**config.mk**
```make
export PLATFORM = sky130hd
export DESIGN_NAME = video_timing_gen
export DESIGN_NICKNAME = d
export VERILOG_FILES = /design/src/rtl/video_timing_gen.sv
export SDC_FILE = /design/constraint.sdc
export NUM_CORES = 1
export LEC_CHECK = 0
export CORE_MARGIN = 4
export CORE_UTILIZATION = 38
export DETAILED_ROUTE_END_ITERATION = 8
export PLACE_DENSITY = 0.75
export SLEW_MARGIN = 20
export SYNTH_ARGS = -nofsm -noshare
export SYNTH_HDL_FRONTEND = slang
export SYNTH_SLANG_ARGS = --single-unit
```
**constraint.sdc**
```tcl
create_clock -name pxl_clk -period 2.1 [get_ports pxl_clk]
set_clock_uncertainty 0.1 [all_clocks]
set_input_delay 0.21 -clock pxl_clk [delete_from_list [all_inputs] [get_ports pxl_clk]]
set_output_delay 0.21 -clock pxl_clk [all_outputs]
set_load 0.05 [all_outputs]
```
**src/rtl/video_timing_gen.sv**
```systemverilog
// Raster timing master: free-running h/v counters drive pixel coordinates, and
// one output register stage aligns the sampled RGB with sync, de and frame_start.
module video_timing_gen #(
  parameter int H_ACTIVE = 640,
  parameter int H_FP     = 16,
  parameter int H_SYNC   = 96,
  parameter int H_BP     = 48,
  parameter int V_ACTIVE = 480,
  parameter int V_FP     = 10,
  parameter int V_SYNC   = 2,
  parameter int V_BP     = 33,
  parameter bit SYNC_POL = 1'b0
) (
  input  logic       pxl_clk,
  input  logic       rst,
  output logic [9:0] x,
  output logic [9:0] y,
  input  logic [7:0] r_in,
  input  logic [7:0] g_in,
  input  logic [7:0] b_in,
  output logic [7:0] r_out,
  output logic [7:0] g_out,
  output logic [7:0] b_out,
  output logic       hsync,
  output logic       vsync,
  output logic       de,
  output logic       frame_start
);

  localparam int H_TOTAL = H_ACTIVE + H_FP + H_SYNC + H_BP;
  localparam int V_TOTAL = V_ACTIVE + V_FP + V_SYNC + V_BP;

  localparam logic [9:0] H_LAST = 10'(H_TOTAL - 1);
  localparam logic [9:0] V_LAST = 10'(V_TOTAL - 1);

  // Decode bounds are 11 bits wide so a sync pulse ending exactly at 1024 still compares correctly.
  localparam logic [10:0] H_ACT  = 11'(H_ACTIVE);
  localparam logic [10:0] HS_BEG = 11'(H_ACTIVE + H_FP);
  localparam logic [10:0] HS_END = 11'(H_ACTIVE + H_FP + H_SYNC);
  localparam logic [10:0] V_ACT  = 11'(V_ACTIVE);
  localparam logic [10:0] VS_BEG = 11'(V_ACTIVE + V_FP);
  localparam logic [10:0] VS_END = 11'(V_ACTIVE + V_FP + V_SYNC);

  localparam bit SYNC_OFF = ~SYNC_POL;

  logic [9:0] h_reg, h_next;
  logic [9:0] v_reg, v_next;

  always_comb begin
    h_next = h_reg + 10'd1;
    v_next = v_reg;
    if (h_reg == H_LAST) begin
      h_next = 10'd0;
      v_next = (v_reg == V_LAST) ? 10'd0 : v_reg + 10'd1;
    end
  end

  always_ff @(posedge pxl_clk) begin
    if (rst) begin
      h_reg <= 10'd0;
      v_reg <= 10'd0;
    end else begin
      h_reg <= h_next;
      v_reg <= v_next;
    end
  end

  assign x = h_reg;
  assign y = v_reg;

  logic [10:0] h_ext, v_ext;
  logic        active, hs, vs, origin;

  assign h_ext  = {1'b0, h_reg};
  assign v_ext  = {1'b0, v_reg};
  assign active = (h_ext < H_ACT) && (v_ext < V_ACT);
  assign hs     = (h_ext >= HS_BEG) && (h_ext < HS_END);
  assign vs     = (v_ext >= VS_BEG) && (v_ext < VS_END);
  assign origin = (h_reg == 10'd0) && (v_reg == 10'd0);

  logic de_reg, hsync_reg, vsync_reg, frame_start_reg;

  always_ff @(posedge pxl_clk) begin
    if (rst) begin
      de_reg          <= 1'b0;
      hsync_reg       <= SYNC_OFF;
      vsync_reg       <= SYNC_OFF;
      frame_start_reg <= 1'b0;
    end else begin
      de_reg          <= active;
      hsync_reg       <= hs ? SYNC_POL : SYNC_OFF;
      vsync_reg       <= vs ? SYNC_POL : SYNC_OFF;
      frame_start_reg <= origin;
    end
  end

  assign de          = de_reg;
  assign hsync       = hsync_reg;
  assign vsync       = vsync_reg;
  assign frame_start = frame_start_reg;

  // Colour channels share one register template; blanking forces black.
  logic [7:0] pix_in [3];
  assign pix_in[0] = r_in;
  assign pix_in[1] = g_in;
  assign pix_in[2] = b_in;

  genvar gi;
  generate
    for (gi = 0; gi < 3; gi++) begin : g_chan
      logic [7:0] chan_reg;
      always_ff @(posedge pxl_clk) begin
        if (rst)
          chan_reg <= 8'd0;
        else
          chan_reg <= active ? pix_in[gi] : 8'd0;
      end
    end
  endgenerate

  assign r_out = g_chan[0].chan_reg;
  assign g_out = g_chan[1].chan_reg;
  assign b_out = g_chan[2].chan_reg;

endmodule

```
==> impl_metrics.json <==
{
  "outcome": "finished clean",
  "die_w_um": 77.0,
  "fin_util": 0.636,
  "period_share": 0.967,
  "cpPeakStageDelay_ps": 620,
  "crit_type": "register to register",
  "grt_antenna_before_repair": 0,
  "nNetsFinal": 297,
  "crit_chain": "ha_4, nand4_1, nor4_1, or4b_2, a21oi_1",
  "drtPass1Iterations": 4,
  "initial_core_util": 0.404,
  "via_count": 1611,
  "grt_max_degree": 26,
  "dp.cells": 312,
  "worstMarginPinSlew_ps": 623,
  "ys_seq_elements": 48,
  "ys_warn_count": 0,
  "num_antenna_cells": 0,
  "synth_area_leaders": "dfxtp_1 (53%), and2_1 (8.3%), xnor2_1 (4.4%), nor2_1 (3.7%), ha_1 (2.8%)",
  "max-slew-margin-rel": 0.585,
  "cp-end-kind": "register",
  "clk_path_buf_depth": 2,
  "setup_viol": 0,
  "cp_max_fo": 5,
  "rsz0062_at_grt": "true",
  "synthDistinctLibCells": 32,
  "dpl_worst_slack_ps": 32.5,
  "r2r_cells": 5,
  "yosysTopAreaCellShare": 0.532,
  "drt_iter0_drc": 162,
  "cts_setup_buffers": 0,
  "r2r_start": "x[1]$_SDFF_PP0_",
  "fill_cells": 371,
  "port_buffers": 73,
  "drive_gt1_frac": 0.149,
  "yosysSeqAreaShare": 0.532,
  "coreArea_mm2": 0.00447,
  "final.setup.worst_slack_ps": 69.0,
  "final_cells": 320,
  "routedWlPerCell_um": 13.6,
  "wl_um": 4340,
  "fp.dieH_um": 77.0,
  "hold_depth": 1,
  "route.detailed.drc": 0,
  "fmax_ghz": 0.492,
  "gp_congestion": 0.895,
  "htreeDepth": 2,
  "clkSlewWorstSetupHoldPaths_ps": 90,
  "clock-sinks": 48,
  "dp_hpwl_um": 3360,
  "grt_pass1_vias": 1533,
  "p_per_area_mw_per_mm2": 746,
  "yosysTopAreaCell": "dfxtp_1",
  "clk-insertion-delay-late_ps": 290,
  "leakage_uw": 0.00103,
  "min_period_ps": 2030,
  "ant_nets": 0,
  "hold_class": "register to register",
  "crit_slowest_cell": "or4b_2",
  "syn_to_final_growth_pct": 57.6,
  "irDropWorstVdd_mv": 0.514,
  "cts_buffers": 5,
  "io_pins": 74,
  "grt-ovfl-total": 0,
  "grtUsageTotal": 0.152,
  "synth_cells": 185,
  "worstHoldStart": "x[0]$_SDFF_PP0_",
  "grt_pass1_wl_um": 7320,
  "ctsRootBufferMaster": "clkbuf_8",
  "startpoint_type": "register",
  "vias_per_cell": 5.03,
  "die_area_mm2": 0.00592,
  "fp-row-count": 24,
  "hold_violations": 0,
  "required_ps": 2230,
  "syn_area_per_cell_um2": 9.77,
  "drv_cap": 0,
  "drv_slew": 0,
  "synth_nets": 215,
  "startpoint": "x[1]$_SDFF_PP0_",
  "cts_tree": "built",
  "syn_area_mm2": 0.00181,
  "arrival_ps": 2160
}
[layout make-up]
class | count | area (um^2) | area share
clock inverter | 3 | 90.1 | 0.0316
clock buffer | 5 | 68.8 | 0.0242
multi-input combinational | 122 | 803 | 0.282
inverter | 7 | 26.3 | 0.00923
timing repair buffer | 83 | 806 | 0.283
sequential | 48 | 988 | 0.347
tap | 52 | 65.1 | 0.0228
[through the flow]
step                      setup TNS [ps]  total power [uW]  hold WS [ps]  instance area [um^2]
after global placement                 0              1250           347                  2670
after CTS                              0              2150           354                  2830
after floorplan                    -35.8              1130           232                  1850
after detailed placement               0              1250           357                  2670
final                                  0              2130           366                  2850
after global routing               -71.4              2200           356                  2850
[cells by family (layout without fill, tap and decap cells)]
| family | after synthesis | in the layout | synth area share |
|---|---|---|---|
| buffers and inverters | 15 | 98 | 0.0409 |
| adder cells (fa/ha/maj) | 4 | 4 | 0.0277 |
| XOR/XNOR | 12 | 12 | 0.0582 |
| AO/OA/AOI/OAI | 13 | 13 | 0.0485 |
| flip-flops | 48 | 48 | 0.532 |
| AND/OR/NAND/NOR | 93 | 93 | 0.293 |
[Yosys cell counts (all sizes together)]
cell and instances:
nor3 3, o21bai 1, xnor2 9, ha 4
buf 3, xor2 3, clkbuf 5, o31ai 2
a21oi 6, or3 3, nor4 6, nand2b 2
o41ai 3, nand3b 1, or4b 3, and4 1
and3 2, nor2b 1, o21ai 1, or2 1
nor4bb 1, dfxtp 48, nand4 7, nand3 9
and2 24, or4 4, inv 7, nand2 7
nor2 18
[critical path: cells and delay by family, from the launching register on]
family                   cells  cell delay (ps)
AND/OR/NAND/NOR              3             1180
flip-flops                   1              390
AO/OA/AOI/OAI                1              160
adder cells (fa/ha/maj)      1              150
[path summary, 6_finish.rpt]
| check | end | slack [ps] |
|---|---|---|
| max | y[9]$_SDFFE_PP0N_ | 70 |
| min | x[0]$_SDFF_PP0_ | 370 |
| max reg2reg | y[9]$_SDFFE_PP0N_ | 70 |
| min reg2reg | x[0]$_SDFF_PP0_ | 370 |
[cell usage in the layout, fill, tap and decap left out]
master	instances
clkdlybuf4s50_1	73
dfxtp_1	34
and2_1	24
nor2_1	18
buf_4	10
dfxtp_2	10
xnor2_1	9
nand3_1	9
inv_1	7
nand4_1	7
nand2_1	7
a21oi_1	6
nor4_1	5
clkbuf_8	5
or4_1	4
dfxtp_4	4
xor2_1	3
nor3_1	3
o41ai_1	3
or4b_2	3
ha_1	3
bufinv_16	3
and3_1	2
nand2b_1	2
o31ai_1	2
o21ai_0	1
or2_0	1
nand3b_1	1
or3_4	1
and4_1	1
nor4_2	1
nor2b_1	1
o21bai_4	1
nor4bb_1	1
or3_2	1
or3_1	1
ha_4	1
[metal layers]
| layer | GRT usage | up-vias | part of all wire |
|---|---|---|---|
| met5 | 0 | - | 0 |
| met4 | 0.0435 | 0 | 0.014 |
| met3 | 0.0831 | 8 | 0.12 |
| met2 | 0.252 | 76 | 0.47 |
| met1 | 0.169 | 731 | 0.39 |
| li1 | - | 796 | - |
[report_power, final]
group,switching (uW),internal [uW]
sequential,16.0,940
combinational,159,116
clock,298,595
[repair_timing]
action                                  4_1_cts  5_1_grt
hold buffers                                  0        0
resized for setup                             0        3
endpoints found under the setup margin        0        9
(Power assumes the default switching activity.)
